<file path="src/rtl/bus_pkg.sv">
// Shared types and default parameters for the two-master bus arbiter.
// Contents:
//   arb_state_t      - arbiter FSM state encoding
//   SLAVE_LEN_DEF    - default width of the serial slave ID
//   ADDR_TIMEOUT_DEF - default number of ADDR cycles before the request is aborted
package bus_pkg;

  typedef enum logic [1:0] {
    ST_IDLE    = 2'd0,
    ST_ADDR    = 2'd1,
    ST_CHECK   = 2'd2,
    ST_CONNECT = 2'd3
  } arb_state_t;

  localparam int SLAVE_LEN_DEF    = 2;
  localparam int ADDR_TIMEOUT_DEF = 16;

endpackage

</file>
<file path="src/rtl/addr_shift.sv">
// Serial-to-parallel shifter for the slave ID, MSB first.
// Ports:
//   clock, rst       - system clock, asynchronous active-low reset
//   clear            - synchronous clear of the ID and bit count
//   shift_en         - the current bit_in is valid and is taken on this edge
//   bit_in           - serial ID bit
//   id               - assembled ID
//   done             - combinational: the bit taken on this edge completes the ID
module addr_shift
  import bus_pkg::*;
#(
  parameter int LEN = SLAVE_LEN_DEF
) (
  input  logic           clock,
  input  logic           rst,
  input  logic           clear,
  input  logic           shift_en,
  input  logic           bit_in,
  output logic [LEN-1:0] id,
  output logic           done
);

  localparam int CW = $clog2(LEN + 1);

  logic [CW-1:0] count;

  assign done = shift_en && (count == CW'(LEN - 1));

  always_ff @(posedge clock or negedge rst) begin
    if (!rst) begin
      id    <= '0;
      count <= '0;
    end else if (clear) begin
      id    <= '0;
      count <= '0;
    end else if (shift_en) begin
      id    <= (id << 1) | LEN'(bit_in);
      count <= count + CW'(1);
    end
  end

endmodule

</file>
<file path="src/rtl/bus_arbiter.sv">
// Two-master bus arbiter with serial slave addressing.
// A master requests the bus, is granted, shifts in a slave ID, and is connected
// to that slave if it is ready; otherwise the request is refused with nack.
// Optional feature macro: ARB_ROUND_ROBIN_EN (round-robin on simultaneous
// requests; without it master1 has fixed priority).
// Ports:
//   clock, rst                  - system clock, asynchronous active-low reset
//   m1_req, m2_req              - bus requests
//   m1_addr_bit, m2_addr_bit    - serial slave ID bits, MSB first
//   m1_addr_valid, m2_addr_valid- qualifiers for the ID bits
//   slave_ready                 - per-slave ready flags
//   trans_done                  - end-of-transaction pulse from the selected slave
//   m1_grant, m2_grant          - bus ownership
//   m_sel                       - master mux select (0 = master1, 1 = master2)
//   slave_sel                   - one-hot slave select while connected
//   ack, nack                   - one-cycle connect / refuse pulses
//   bus_busy                    - arbiter not idle
//
// state   | meaning
// IDLE    | no owner; arbitrate pending requests
// ADDR    | owner granted, collecting the serial slave ID, timeout running
// CHECK   | one cycle: test slave_ready for the collected ID
// CONNECT | owner connected to slave until trans_done or req drop
module bus_arbiter
  import bus_pkg::*;
#(
  parameter  int SLAVE_LEN    = SLAVE_LEN_DEF,
  parameter  int ADDR_TIMEOUT = ADDR_TIMEOUT_DEF,
  localparam int NUM_SLAVES   = 2 ** SLAVE_LEN
) (
  input  logic                  clock,
  input  logic                  rst,
  input  logic                  m1_req,
  input  logic                  m2_req,
  input  logic                  m1_addr_bit,
  input  logic                  m2_addr_bit,
  input  logic                  m1_addr_valid,
  input  logic                  m2_addr_valid,
  input  logic [NUM_SLAVES-1:0] slave_ready,
  input  logic                  trans_done,
  output logic                  m1_grant,
  output logic                  m2_grant,
  output logic                  m_sel,
  output logic [NUM_SLAVES-1:0] slave_sel,
  output logic                  ack,
  output logic                  nack,
  output logic                  bus_busy
);

  localparam int TW = $clog2(ADDR_TIMEOUT + 1);

  arb_state_t           state, next_state;
  logic                 owner, next_owner;   // 0 = master1, 1 = master2
  logic                 pick;
  logic [TW-1:0]        tmo_cnt;
  logic                 ack_d, nack_d;
  logic                 owner_req, owner_valid, owner_bit;
  logic                 shift_en, shift_clear, id_done;
  logic [SLAVE_LEN-1:0] id;

  assign owner_req   = owner ? m2_req        : m1_req;
  assign owner_valid = owner ? m2_addr_valid : m1_addr_valid;
  assign owner_bit   = owner ? m2_addr_bit   : m1_addr_bit;

  // Clearing in IDLE guarantees a fresh bit count on every entry to ADDR
  // while keeping the ID stable through CHECK and CONNECT.
  assign shift_en    = (state == ST_ADDR) && owner_valid;
  assign shift_clear = (state == ST_IDLE);

  addr_shift #(
    .LEN(SLAVE_LEN)
  ) u_addr_shift (
    .clock   (clock),
    .rst     (rst),
    .clear   (shift_clear),
    .shift_en(shift_en),
    .bit_in  (owner_bit),
    .id      (id),
    .done    (id_done)
  );

`ifdef ARB_ROUND_ROBIN_EN
  logic last_owner;

  assign pick = (m1_req && m2_req) ? ~last_owner : ~m1_req;

  always_ff @(posedge clock or negedge rst) begin
    if (!rst) begin
      last_owner <= 1'b1;
    end else if ((state == ST_IDLE) && (m1_req || m2_req)) begin
      last_owner <= pick;
    end
  end
`else
  assign pick = ~m1_req;
`endif

  always_comb begin
    next_state = state;
    next_owner = owner;
    ack_d      = 1'b0;
    nack_d     = 1'b0;
    case (state)
      ST_IDLE: begin
        if (m1_req || m2_req) begin
          next_state = ST_ADDR;
          next_owner = pick;
        end
      end
      ST_ADDR: begin
        // A completing ID wins over a timeout on the same cycle.
        if (!owner_req) begin
          next_state = ST_IDLE;
        end else if (id_done) begin
          next_state = ST_CHECK;
        end else if (tmo_cnt == '0) begin
          next_state = ST_IDLE;
          nack_d     = 1'b1;
        end
      end
      ST_CHECK: begin
        if (!owner_req) begin
          next_state = ST_IDLE;
        end else if (slave_ready[id]) begin
          next_state = ST_CONNECT;
          ack_d      = 1'b1;
        end else begin
          next_state = ST_IDLE;
          nack_d     = 1'b1;
        end
      end
      ST_CONNECT: begin
        if (!owner_req || trans_done) begin
          next_state = ST_IDLE;
        end
      end
      default: next_state = ST_IDLE;
    endcase
  end

  // Timeout is a down-counter reloaded in IDLE; terminal count 0 marks the
  // last permitted ADDR cycle.
  always_ff @(posedge clock or negedge rst) begin
    if (!rst) begin
      state   <= ST_IDLE;
      owner   <= 1'b0;
      tmo_cnt <= '0;
      ack     <= 1'b0;
      nack    <= 1'b0;
    end else begin
      state <= next_state;
      owner <= next_owner;
      ack   <= ack_d;
      nack  <= nack_d;
      if (state == ST_IDLE) begin
        tmo_cnt <= TW'(ADDR_TIMEOUT - 1);
      end else if ((state == ST_ADDR) && (tmo_cnt != '0)) begin
        tmo_cnt <= tmo_cnt - TW'(1);
      end
    end
  end

  assign bus_busy  = (state != ST_IDLE);
  assign m1_grant  = bus_busy && !owner;
  assign m2_grant  = bus_busy && owner;
  assign m_sel     = bus_busy && owner;
  assign slave_sel = (state == ST_CONNECT) ? (NUM_SLAVES'(1) << id) : '0;

endmodule

</file>
<file path="config.mk">
export PLATFORM = sky130hd
export DESIGN_NAME = bus_arbiter
export DESIGN_NICKNAME = d
export VERILOG_FILES = /design/src/rtl/bus_pkg.sv /design/src/rtl/addr_shift.sv /design/src/rtl/bus_arbiter.sv
export SDC_FILE = /design/constraint.sdc
export NUM_CORES = 1
export LEC_CHECK = 0
export BUFFER_PORTS_ARGS = -buffer_cell sky130_fd_sc_hd__buf_2
export CAP_MARGIN = 20
export CORE_ASPECT_RATIO = 1.1
export CORE_MARGIN = 4
export CORE_UTILIZATION = 45
export CTS_CLUSTER_DIAMETER = 50
export CTS_CLUSTER_SIZE = 14
export DETAILED_ROUTE_END_ITERATION = 10
export PLACE_DENSITY = 0.71
export REMOVE_ABC_BUFFERS = 1
export SYNTH_ARGS = -nofsm -noshare
export SYNTH_HDL_FRONTEND = slang
export SYNTH_SLANG_ARGS = --single-unit
</file>
<file path="constraint.sdc">
create_clock -name clock -period 2.3 [get_ports clock]
set_input_delay 0.23 -clock clock [delete_from_list [all_inputs] [get_ports clock]]
set_output_delay 0.23 -clock clock [all_outputs]
set_load 0.1 [all_outputs]
</file>
* After elaboration in Yosys (flattened, before gate mapping)
Index checks and enable logic that the tools add are counted.
** Storage, ports and cells
- Bits of input ports :: 13
- Logic and storage cells :: 66
- Register bits :: 14
- Output and inout bits :: 10
** Operators by class
- $lt $le $gt $ge :: 1
- Bitwise logic cells :: 2
- Reductions and logical operators :: 17
- Add/sub/neg operators :: 2
- Multiplexer cells :: 29
- Shift-type cells :: 1
- Equal/unequal tests :: 7
** Operator list (count)
- two-way mux 2 bit :: 11
- two-way mux 1 bit :: 12
- two-way mux 5 bit :: 2
- one-hot mux 2 bit (4 select lines) :: 1
- nonzero test 2 bit :: 3
- logical AND 1 bit :: 5
- logical NOT 5 bit :: 1
- nonzero test 5 bit :: 1
- subtractor 5 x 1 -> 5 bit, second input constant :: 1
- == test 2 x 1 -> 1 bit, second input constant :: 2
- == test 2 bit, second input constant :: 2
- two-way mux 4 bit :: 1
- != test 4 x 3 -> 1 bit, second input constant :: 1
- << shifter 1 x 2 -> 4 bit, first input constant :: 1
- < comparator 2 x 3 -> 1 bit, second input constant :: 1
- AND reduction 3 bit :: 1
- adder 2 x 1 -> 2 bit, second input constant :: 1
- binary-select mux 1 bit (select 2 bit) :: 1
- logical NOT 1 bit :: 2
- logical NOT 2 bit :: 1
- logical OR 1 bit :: 2
- != test 2 x 1 -> 1 bit, second input constant :: 1
- != test 2 bit, second input constant :: 1
- OR 2 x 1 -> 2 bit :: 1
- 3 further kinds :: 3

* Logic depth before layout (Yosys ltp)
Gate-level depths: netlist (run 1).
- Depth after elaboration :: 6
- Depth in mapped cells :: 7
- Gate-level depth less buffers :: 6

* Hierarchy
Synthesis (run 1) repeated with hierarchy kept, for this count alone.
** Second synthesis, totals
- Cells, all modules :: 84
- Area, all modules :: 838.3 sq um
** By module, submodules not included
- bus_arbiter :: area each 644.4 sq um, sequential area each 250.2 sq um, cells an instance 68, times used 1
- addr_shift :: area each 193.9 sq um, sequential area each 100.1 sq um, cells an instance 16, times used 1

* Worst setup path before layout (run 1)
Ideal clock, no wire load.
- Path kind :: reg2out
- From :: register state[0]
- To :: output port slave_sel[0]
- Data required time :: 2070 ps
- Stages on the path, launching flop included :: 3
- Path slack :: -725 ps
- Data arrival time :: 2795 ps
- Path buffers :: 0
- Cells stage by stage :: dfrtp_1 > ha_1 > nor3b_1
** On the way
- Word-level cells in the longest chain between the ends :: 2
** Ends and longest elaborated chain
- start: declaration :: RTL line bus_arbiter.sv:52 : arb_state_t state, next_state;
- start signal: assignment :: RTL line bus_arbiter.sv:151 : state <= next_state;
- == test 2 bit :: RTL line bus_arbiter.sv:167 : assign slave_sel = (state == ST_CONNECT) ? (NUM_SLAVES'(1) << id) : '0;
- two-way mux 4 bit :: RTL line bus_arbiter.sv:167
- end: declaration :: RTL line bus_arbiter.sv:44 : output logic [NUM_SLAVES-1:0] slave_sel,
No other way between the ends.

* Final worst setup path (run 1)
- From :: register state[0]
- To :: output port m_sel
** On the way
- Word-level cells in the longest chain between the ends :: 2
** Ends and longest elaborated chain
- nonzero test 2 bit :: RTL line bus_arbiter.sv:163 : assign bus_busy = (state != ST_IDLE);
- logical AND 1 bit :: RTL line bus_arbiter.sv:166 : assign m_sel = bus_busy && owner;
- end: declaration :: RTL line bus_arbiter.sv:43 : output logic m_sel,
No other way between the ends.

==> results of run 1 <==
## cell usage after synthesis (all sizes together)
master,count,area [µm²]
nand3,4,20.0
mux4,1,22.5
nor3b,2,15.0
nor2b,1,6.26
a22oi,1,7.51
nand2b,1,6.26
ha,6,75.1
o31ai,1,21.3
and3,2,17.5
xnor2,1,8.76
o211ai,1,7.51
o311a,1,10.0
mux2,2,30.0
a211o,1,8.76
nor2,5,18.8
a311oi,2,17.5
o21ai,1,5.00
clkinv,1,3.75
buf,4,30.0
nor3,1,5.00
a21oi,5,25.0
inv,6,22.5
dfrtp,14,350
and3b,1,8.76
nand2,10,40.0
o32a,1,11.3
or4b,1,13.8
xor2,3,26.3
mux2i,3,33.8
## through the flow
stage | TNS [ns] | std cells | hold slack [ns]
4_1_cts | 0 | 126 | 0.141
3_5_place_dp | 0 | 121 | 0.141
5_1_grt | 0 | 126 | 0.153
3_3_place_gp | 0 | 121 | 0.142
2_1_floorplan | -3.95 | 79 | -0.0656
6_report | 0 | 126 | 0.145
## routing by layer
metal / global-route usage [%] / routed length, µm / vias up
met5: 0 / 0 / -
met4: 10.1 / 34 / 0
met3: 3.05 / 69 / 5
met2: 20.0 / 841 / 14
met1: 15.1 / 729 / 291
li1: - / - / 339
## critical path, cell delays in order (launching register included)
cell	delay (ns)
dfrtp_1	0.42
inv_1	0.08
ha_1	0.22
buf_4	0.17
nor2b_1	0.13
buf_2	0.44
## cells in the final DEF, fill, tap and decap left out, drive strengths merged, types with 2 or more instances in the layout
| master | synthesis | final |
|---|---|---|
| inv | 6 | 6 |
| mux2 | 2 | 2 |
| nor3b | 2 | 2 |
| nand3 | 4 | 4 |
| nor2 | 5 | 5 |
| mux2i | 3 | 3 |
| buf | 4 | 24 |
| a21oi | 5 | 5 |
| and3 | 2 | 2 |
| nand2 | 10 | 10 |
| dfrtp | 14 | 14 |
| ha | 6 | 6 |
| a311oi | 2 | 2 |
| clkbuf | 0 | 4 |
| xor2 | 3 | 3 |
## layout make-up
type	instances	area (µm²)
clock buffers	4	36.3
fillers	163	769
inverters	7	26.3
multi-input cells	58	462
flip-flops and latches	14	350
well taps	18	22.5
repair buffers	25	135
## cells by family after synthesis
family / share of synthesized area (%)
simple gates: 17.4
compound gates: 13.1
flops: 40.3
buf+inv: 6.48
mux: 9.94
fa+ha+maj: 8.65
xor+xnor: 4.04
## state kept, by name (all words and copies together) (netlist names)
signal,cells
tmo_cnt,5
owner,1
u_addr_shift.id,2
ack,1
nack,1
u_addr_shift.count,2
state,2
## power by group through the flow
| stage | Sequential (mW) | Combinational (mW) | Clock [mW] |
|---|---|---|---|
| after floorplan | 0.370 | 0.631 | 0 |
| after global placement | 0.380 | 0.762 | 0 |
| after detailed placement | 0.384 | 0.773 | 0 |
| after CTS | 0.381 | 0.778 | 0.185 |
| after global routing | 0.391 | 0.826 | 0.198 |
| final | 0.379 | 0.774 | 0.182 |
## path summary, 6_finish.rpt
check	to	slack, ns	cells after the start
worst max-delay path	m_sel	0.32	5
worst min-delay path	owner$_DFFE_PN0P_	0.15	2
worst max register to register	state[0]$_DFFE_PN0P_	0.48	6
worst min register to register	tmo_cnt[4]$_DFFE_PN0P_	0.54	1
max in group asynchronous	tmo_cnt[1]$_DFFE_PN0P_	1.71	2
min in group asynchronous	ack$_DFF_PN0_	0.35	2
## timing repair
item,in CTS,in global routing
hold buffers,1,0
hold endpoints to repair,14,0
setup endpoints to repair,0,0
setup buffers,0,0
==> impl_metrics.ini, run 1 <==
[drt]
wirelength_um = 1680
via_per_inst = 5.15
dr_total_vias = 649
post_drt_wl_per_cell_um = 13.3
drt_pre_antenna_iters = 4
route.detailed.drc = 0
postRouteAntennaNets = 0
drtIter0Drc = 10

[power_and_ir_drop]
total_power_mw = 1.34
power_frac_clock_pct = 13.7
powerDensity_nw_per_um2 = 1290
power.leakage_nw = 0.506
p_int_mw = 0.645
p_switching_mw = 0.690
pwr-share-seq_pct = 28.4
p_sw_share_pct = 51.7
comb_power_share_pct = 58.0
peakVddDrop_uv = 1150

[min_path]
hp-class = in2reg
hp-start = m1_req

[timing]
setup_viol = 0
clock_skew_ns = 0.00804
hold_viol_final = 0
relSlewSlack_pct = 67.6
rsz0062_at_grt = no
period_minus_slack_ns = 1.98
tightestPinTransition_ns = 0.489
slew_violations = 0
post-route-period-util_pct = 86.1
setup_ws_ns = 0.321
fmax_mhz = 505

[worst_setup_path]
startpoint_type = flip-flop
cp.arrival_ns = 1.75
rr_startpoint = tmo_cnt[0]$_DFFE_PN0P_
critical_path.startpoint = state[0]$_DFFE_PN0P_
worstSetupPathType = reg2out
cp-end-kind = primary output
path_max_fanout = 9
required_ns = 2.07

[clocking]
insertion_delay_ns = 0.29
cts_sinks = 14
ctsLongestPathBuffers = 2
cts-root-buf = clkbuf_4
numCtsBuffers = 3
htree_levels = 1
cts_tree = yes
clk_pin_slew_ns = 0.09
cts_resized = 0

[die]
dieWidth_um = 49.9
ios = 23
dieHeight_um = 54.1
die-area_um2 = 2700
num_rows = 16
core_um2 = 1800
start_util_pct = 48.2

[yosys]
synth.avg_cell_area_um2 = 10.5
yosys_warnings = 0
seq_area_frac_synth_pct = 40.3
synthesis.area_um2 = 868
ys_types = 34
syn-instance-count = 83
ys_seq_elements = 14

[job]
drv_cap = 0

[cells_and_area]
antennaDiodeCount = 0
final_nets = 128
area_growth_pct = 18.9
final_layout_size_suffix_gt1_share_pct = 34.3
post-route-util_pct = 57.3
final_cell_area_um2 = 1030

[global_route]
antenna_found_initial = 0
grt_max_degree = 15
grt_first_pass_wirelength_um = 2490
overflow = 0
grt_pass1_vias = 585
track_usage_pct = 12.8

[placement]
dpl_cell_area_um2 = 986
place_congestion = 0.833
numPortBuffers = 22
dp_slack_ns = 0.482
dp_hpwl_um = 1310

[run_status]
status = completed
Note: power is estimated with default switching activity, not from simulation.
==> run 2, diff against run 1 <==
--- a/config.mk
+++ b/config.mk
@@ -7,13 +7,15 @@
 export LEC_CHECK = 0
 export BUFFER_PORTS_ARGS = -buffer_cell sky130_fd_sc_hd__buf_2
 export CAP_MARGIN = 20
+export CELL_PAD_IN_SITES_DETAIL_PLACEMENT = 1
+export CELL_PAD_IN_SITES_GLOBAL_PLACEMENT = 1
 export CORE_ASPECT_RATIO = 1.1
 export CORE_MARGIN = 4
-export CORE_UTILIZATION = 45
+export CORE_UTILIZATION = 38
 export CTS_CLUSTER_DIAMETER = 50
 export CTS_CLUSTER_SIZE = 14
 export DETAILED_ROUTE_END_ITERATION = 10
-export PLACE_DENSITY = 0.71
+export PLACE_DENSITY = 0.77
 export REMOVE_ABC_BUFFERS = 1
 export SYNTH_ARGS = -nofsm -noshare
 export SYNTH_HDL_FRONTEND = slang
==> run 2 against run 1 <==
  * Die area increased by 15%
  * Clock power about the same
  * Power increased by 0.73%
  * Cell count grew 7.1%
  * Final area up 0.48%
  * Routed wire length grew 24%
  * Critical path type unchanged
==> impl_metrics.ini, run 2 (synthesized netlist as in run 1, its figures left out) <==
[die]
core_um2 = 2080
ios = 23
start_util_pct = 41.7
num_rows = 17
dieWidth_um = 53.6
die-area_um2 = 3110
dieHeight_um = 58.1

[power_and_ir_drop]
peakVddDrop_uv = 804
power_frac_clock_pct = 13.4
powerDensity_nw_per_um2 = 1300
power.leakage_nw = 0.502
p_sw_share_pct = 52.6
p_switching_mw = 0.708
pwr-share-seq_pct = 28.3
comb_power_share_pct = 58.2
p_int_mw = 0.638

[timing]
relSlewSlack_pct = 66.9
fmax_mhz = 491
post-route-period-util_pct = 88.6
slew_violations = 0
tightestPinTransition_ns = 0.500
holdWs_ns = 0.175
hold_viol_final = 0
setup_viol = 0
clock_skew_ns = 0.00408
rsz0062_at_grt = no
period_minus_slack_ns = 2.04

[clocking]
ctsLongestPathBuffers = 2
cts_tree = yes
postCtsSetupBuffers = 0
clk_pin_slew_ns = 0.09
cts_hold_buf = 1
cts_sinks = 14
htree_levels = 1
cts-root-buf = clkbuf_4
numCtsBuffers = 3
insertion_delay_ns = 0.28
cts_resized = 0

[worst_setup_path]
path_max_fanout = 10
worstSetupPathType = reg2out
cp.arrival_ns = 1.81
required_ns = 2.07
rrSetupSlack_ns = 0.30
startpoint_type = flip-flop
cp-end-kind = primary output

[cells_and_area]
nFillCells = 251
final_common_cell = buf_2
mostFrequentLayoutCells = 22 x buf_2, 14 x dfrtp_1, 9 x nand2_1
final_nets = 127
top_register = tmo_cnt
largest_reg_flops = 5
final_cell_area_um2 = 1040
area_growth_pct = 19.5
antennaDiodeCount = 0
regArea_um2 = 350
final_layout_size_suffix_gt1_share_pct = 33.6
layout.cells.non_filler = 135
multiInputGateArea_um2 = 462

[drt]
postRouteAntennaNets = 0
drt_pre_antenna_iters = 4
wirelength_um = 2080
via_per_inst = 5.13
dr_total_vias = 692
drtIter0Drc = 13
post_drt_wl_per_cell_um = 15.4
route.detailed.drc = 0

[placement]
dpl_cell_area_um2 = 991
dp.cells = 130
numPortBuffers = 22
dp_hpwl_um = 1620
place_congestion = 0.732

[min_path]
hp-class = in2reg

[global_route]
grt_first_pass_wirelength_um = 3470
antenna_found_initial = 0
track_usage_pct = 15.0
grt_max_degree = 15
grt_pass1_vias = 732
overflow = 0

[job]
drv_cap = 0

[run_status]
status = completed
==> run 2: per-stage QoR <==
stage	power, mW	TNS [ns]	util, %	setup slack (ns)
after CTS	1.36	0	49.8	0.257
after detailed placement	1.17	0	47.5	0.325
final	1.35	0	49.8	0.262
after floorplan	1.00	-3.95	-	-1.28
after global placement	1.14	0	47.5	0.397
after global routing	1.44	0	49.8	0.143
==> run 2: worst max-delay path, cell delays in order, from the launching register on <==
cell,delay (ns)
dfrtp_1,0.43
inv_1,0.10
ha_1,0.37
clkinv_1,0.15
buf_4,0.19
buf_2,0.29
==> run 2: metal layers <==
metal / wire (µm) / up-vias / part of all wire (%) / track usage [%]
li1: - / 335 / - / -
met1: 876 / 342 / 42 / 18.6
met2: 1110 / 13 / 54 / 25.7
met3: 72 / 2 / 3.5 / 2.83
met4: 12 / 0 / 0.58 / 4.74
met5: 0 / - / 0 / 0
==> run 2: power groups by stage <==
stage                     sequential (mW)  clock, mW  combinational, mW
final                               0.381      0.181              0.783
after detailed placement            0.385          0              0.786
after floorplan                     0.370          0              0.631
after CTS                           0.381      0.192              0.791
after global routing                0.393      0.203              0.841
after global placement              0.380          0              0.758
==> run 2: final cells by class <==
class / count / area share (%)
Inverter: 7 / 2.53
Multi-Input combinational cell: 58 / 44.5
Sequential cell: 14 / 33.8
Clock buffer: 4 / 3.50
Tap cell: 28 / 3.38
Timing Repair Buffer: 24 / 12.3
==> run 2: final timing paths <==
path / to / cells past startpoint / start
worst max-delay path: bus_busy / 5 / state[0]$_DFFE_PN0P_
worst min-delay path: owner$_DFFE_PN0P_ / 2 / m1_req
worst max register to register: state[0]$_DFFE_PN0P_ / 6 / state[0]$_DFFE_PN0P_
worst min register to register: tmo_cnt[4]$_DFFE_PN0P_ / 1 / tmo_cnt[4]$_DFFE_PN0P_
max in group asynchronous: u_addr_shift.id[1]$_DFFE_PN0P_ / 2 / rst
min in group asynchronous: tmo_cnt[4]$_DFFE_PN0P_ / 2 / rst
==> run 3, diff against run 2 <==
--- a/config.mk
+++ b/config.mk
@@ -11,12 +11,13 @@
 export CELL_PAD_IN_SITES_GLOBAL_PLACEMENT = 1
 export CORE_ASPECT_RATIO = 1.1
 export CORE_MARGIN = 4
-export CORE_UTILIZATION = 38
+export CORE_UTILIZATION = 25
 export CTS_CLUSTER_DIAMETER = 50
 export CTS_CLUSTER_SIZE = 14
 export DETAILED_ROUTE_END_ITERATION = 10
-export PLACE_DENSITY = 0.77
+export PLACE_DENSITY = 0.56
 export REMOVE_ABC_BUFFERS = 1
 export SYNTH_ARGS = -nofsm -noshare
 export SYNTH_HDL_FRONTEND = slang
+export SYNTH_HIERARCHICAL = 1
 export SYNTH_SLANG_ARGS = --single-unit
==> constraint.sdc (replaced) <==
create_clock -name clock -period 2.1 [get_ports clock]
set_input_delay 0.21 -clock clock [delete_from_list [all_inputs] [get_ports clock]]
set_output_delay 0.21 -clock clock [all_outputs]
set_load 0.1 [all_outputs]
==> run 3 against run 2 <==
  * Synthesized cell count rose by 1.2%
  * Utilization fell by 16 points
  * Power rose by 4.6%
  * Combinational power rose by 2.6%
  * Largest cell class unchanged
==> impl_metrics.ini, run 3 <==
[drt]
via_per_inst = 4.70
route.detailed.drc = 0
drtIter0Drc = 15
drt_pre_antenna_iters = 4
wirelength_um = 2020
post_drt_wl_per_cell_um = 13.9
postRouteAntennaNets = 0
dr_total_vias = 682

[worst_setup_path]
critPathMaxStageDelay_ns = 0.44
worst_path_max_delay_cell = buf_2
worstSetupPathType = reg2out
path_cells = inv_1 > ha_1 > buf_4 > nor2b_1 > buf_2
path_max_fanout = 8
rr_startpoint = tmo_cnt[0]$_DFFE_PN0P_
cp.arrival_ns = 1.74
crit_buf_inv = 3
required_ns = 1.89
rrSetupSlack_ns = 0.16
worst-path-stages = 5
reg2reg_depth = 6
cp-end-kind = primary output
crit_family = buffers and inverters
r2r_end = state[0]$_DFFE_PN0P_
startpoint_type = flip-flop

[cells_and_area]
antennaDiodeCount = 0
final_common_cell = buf_2
area_growth_pct = 25.1
final_layout_size_suffix_gt1_share_pct = 35.1
largest_reg_flops = 5
mostFrequentLayoutCells = 22 x buf_2, 14 x dfrtp_1, 8 x inv_1, 8 x nand2_1, 8 x nor2_1
layout.cells.non_filler = 145
final_nets = 131
top_register = tmo_cnt

[timing]
slew_violations = 0
period_minus_slack_ns = 1.95
setup_ws_ns = 0.146
hold_viol_final = 0
relSlewSlack_pct = 67.3
holdWs_ns = 0.133
clock_skew_ns = 0.00458
setup_viol = 0
tightestPinTransition_ns = 0.494
post-route-period-util_pct = 93.1
fmax_mhz = 512

[placement]
dp.cells = 140
dp_hpwl_um = 1610
dp_slack_ns = 0.150
numPortBuffers = 22
place_congestion = 0.680

[yosys]
synthesis.area_um2 = 838
synth.avg_cell_area_um2 = 9.98
yosysMostFrequentCell = dfrtp_1
syn-instance-count = 84
synthTopCellsByCount = 14 x dfrtp_1, 8 x inv_1, 8 x nand2_1, 8 x nor2_1, 6 x ha_1
yosys_warnings = 6
synthTopCellsByArea = dfrtp_1 42%, ha_1 9.0%, mux2i_1 4.8%
synth_ff_type = dfrtp_1
synth_top_area_share_pct = 41.8
synthArstFlopShare_pct = 100
synth_area_leader_cell = dfrtp_1
ys_types = 31
seq_area_frac_synth_pct = 41.8
ys_seq_elements = 14
synth_edf_count = 0

[clocking]
htree_levels = 1
clk_pin_slew_ns = 0.09
cts_tree = yes
numCtsBuffers = 3
insertion_delay_ns = 0.28
cts-root-buf = clkbuf_4
cts_sinks = 14
ctsLongestPathBuffers = 2
postCtsSetupBuffers = 0

[die]
die-area_um2 = 4340
dieHeight_um = 68.7
core_um2 = 3130
ios = 23
num_rows = 21
start_util_pct = 26.8
dieWidth_um = 63.2

[power_and_ir_drop]
pwr-share-seq_pct = 28.8
peakVddDrop_uv = 382
p_sw_share_pct = 50.4
powerDensity_nw_per_um2 = 1340
comb_power_share_pct = 57.1
power_frac_clock_pct = 14.1
p_switching_mw = 0.709
p_int_mw = 0.697
power.leakage_nw = 0.503

[global_route]
grt_pass1_vias = 701
grt_max_degree = 15
track_usage_pct = 10.2
overflow = 0
grt_first_pass_wirelength_um = 3380
antenna_found_initial = 0

[min_path]
holdPathEnd = owner$_DFFE_PN0P_
hp-class = in2reg
hold_depth = 2
hp-start = m1_req

[job]
drv_cap = 0

[run_status]
status = completed
[run 3: changes by cell type after synthesis, moves of 2 or more]
cell	change
a21oi_1	-2
a311oi_1	-2
and2_2	+2
inv_1	+2
mux2_4	-2
mux2i_1	+2
nor2_1	+3
[run 3: cell type report]
type                       count  area [µm²]
clock buffer                   4        36.3
fill                         374        2080
inverter                       9        33.8
multi-input combinational     58         443
sequential                    14         350
tap                           34        42.5
timing repair buffer          26         143
[run 3: worst max-delay path by stage]
stage                           start                   end  slack (ns)
2_1_floorplan    state[0]$_DFFE_PN0P_              m2_grant       -1.45
3_3_place_gp   tmo_cnt[0]$_DFFE_PN0P_  state[0]$_DFFE_PN0P_        0.17
3_5_place_dp   tmo_cnt[0]$_DFFE_PN0P_  state[0]$_DFFE_PN0P_        0.15
4_1_cts          state[0]$_DFFE_PN0P_              m2_grant        0.14
5_1_grt        tmo_cnt[0]$_DFFE_PN0P_  state[0]$_DFFE_PN0P_       -0.01
6_report         state[0]$_DFFE_PN0P_              m2_grant        0.15
[run 3: power by group through the flow]
stage	registers, mW	clock network, mW	logic [mW]
global route	0.419	0.227	0.879
finish	0.405	0.198	0.803
detailed placement	0.412	0	0.797
global placement	0.408	0	0.794
floorplan	0.393	0	0.627
CTS	0.407	0.209	0.801
[run 3: cells by family (layout without fill, tap and decap cells)]
family	after synthesis	after routing	share of synthesized area, %
flip-flops	14	14	41.8
AO/OA/AOI/OAI	10	10	9.25
AND/OR/NAND/NOR	32	32	20.1
buffers and inverters	12	39	6.87
adder cells (fa/ha/maj)	6	6	8.95
multiplexers	6	6	8.81
XOR/XNOR	4	4	4.18
[run 3: per-stage QoR]
step	util [%]	power [mW]	area, µm²	TNS (ns)
3_5_place_dp	31.7	1.21	990	0
6_report	33.5	1.41	1050	0
2_1_floorplan	-	1.02	815	-4.47
5_1_grt	33.5	1.52	1050	-0.0107
4_1_cts	33.1	1.42	1040	0
3_3_place_gp	31.7	1.20	990	0
[run 3: timing repair]
action	4_1_cts	5_1_grt
hold buffers	1	0
resized for setup	0	3
setup endpoints to repair	0	1
hold endpoints to repair	14	0
[run 3: layer usage]
layer / wire length, µm / vias to the layer above / global-route usage (%)
met5: 0 / - / 0
met4: 21 / 0 / 4.04
met3: 64 / 2 / 3.40
met2: 1030 / 8 / 17.4
met1: 902 / 331 / 12.1
li1: - / 341 / -
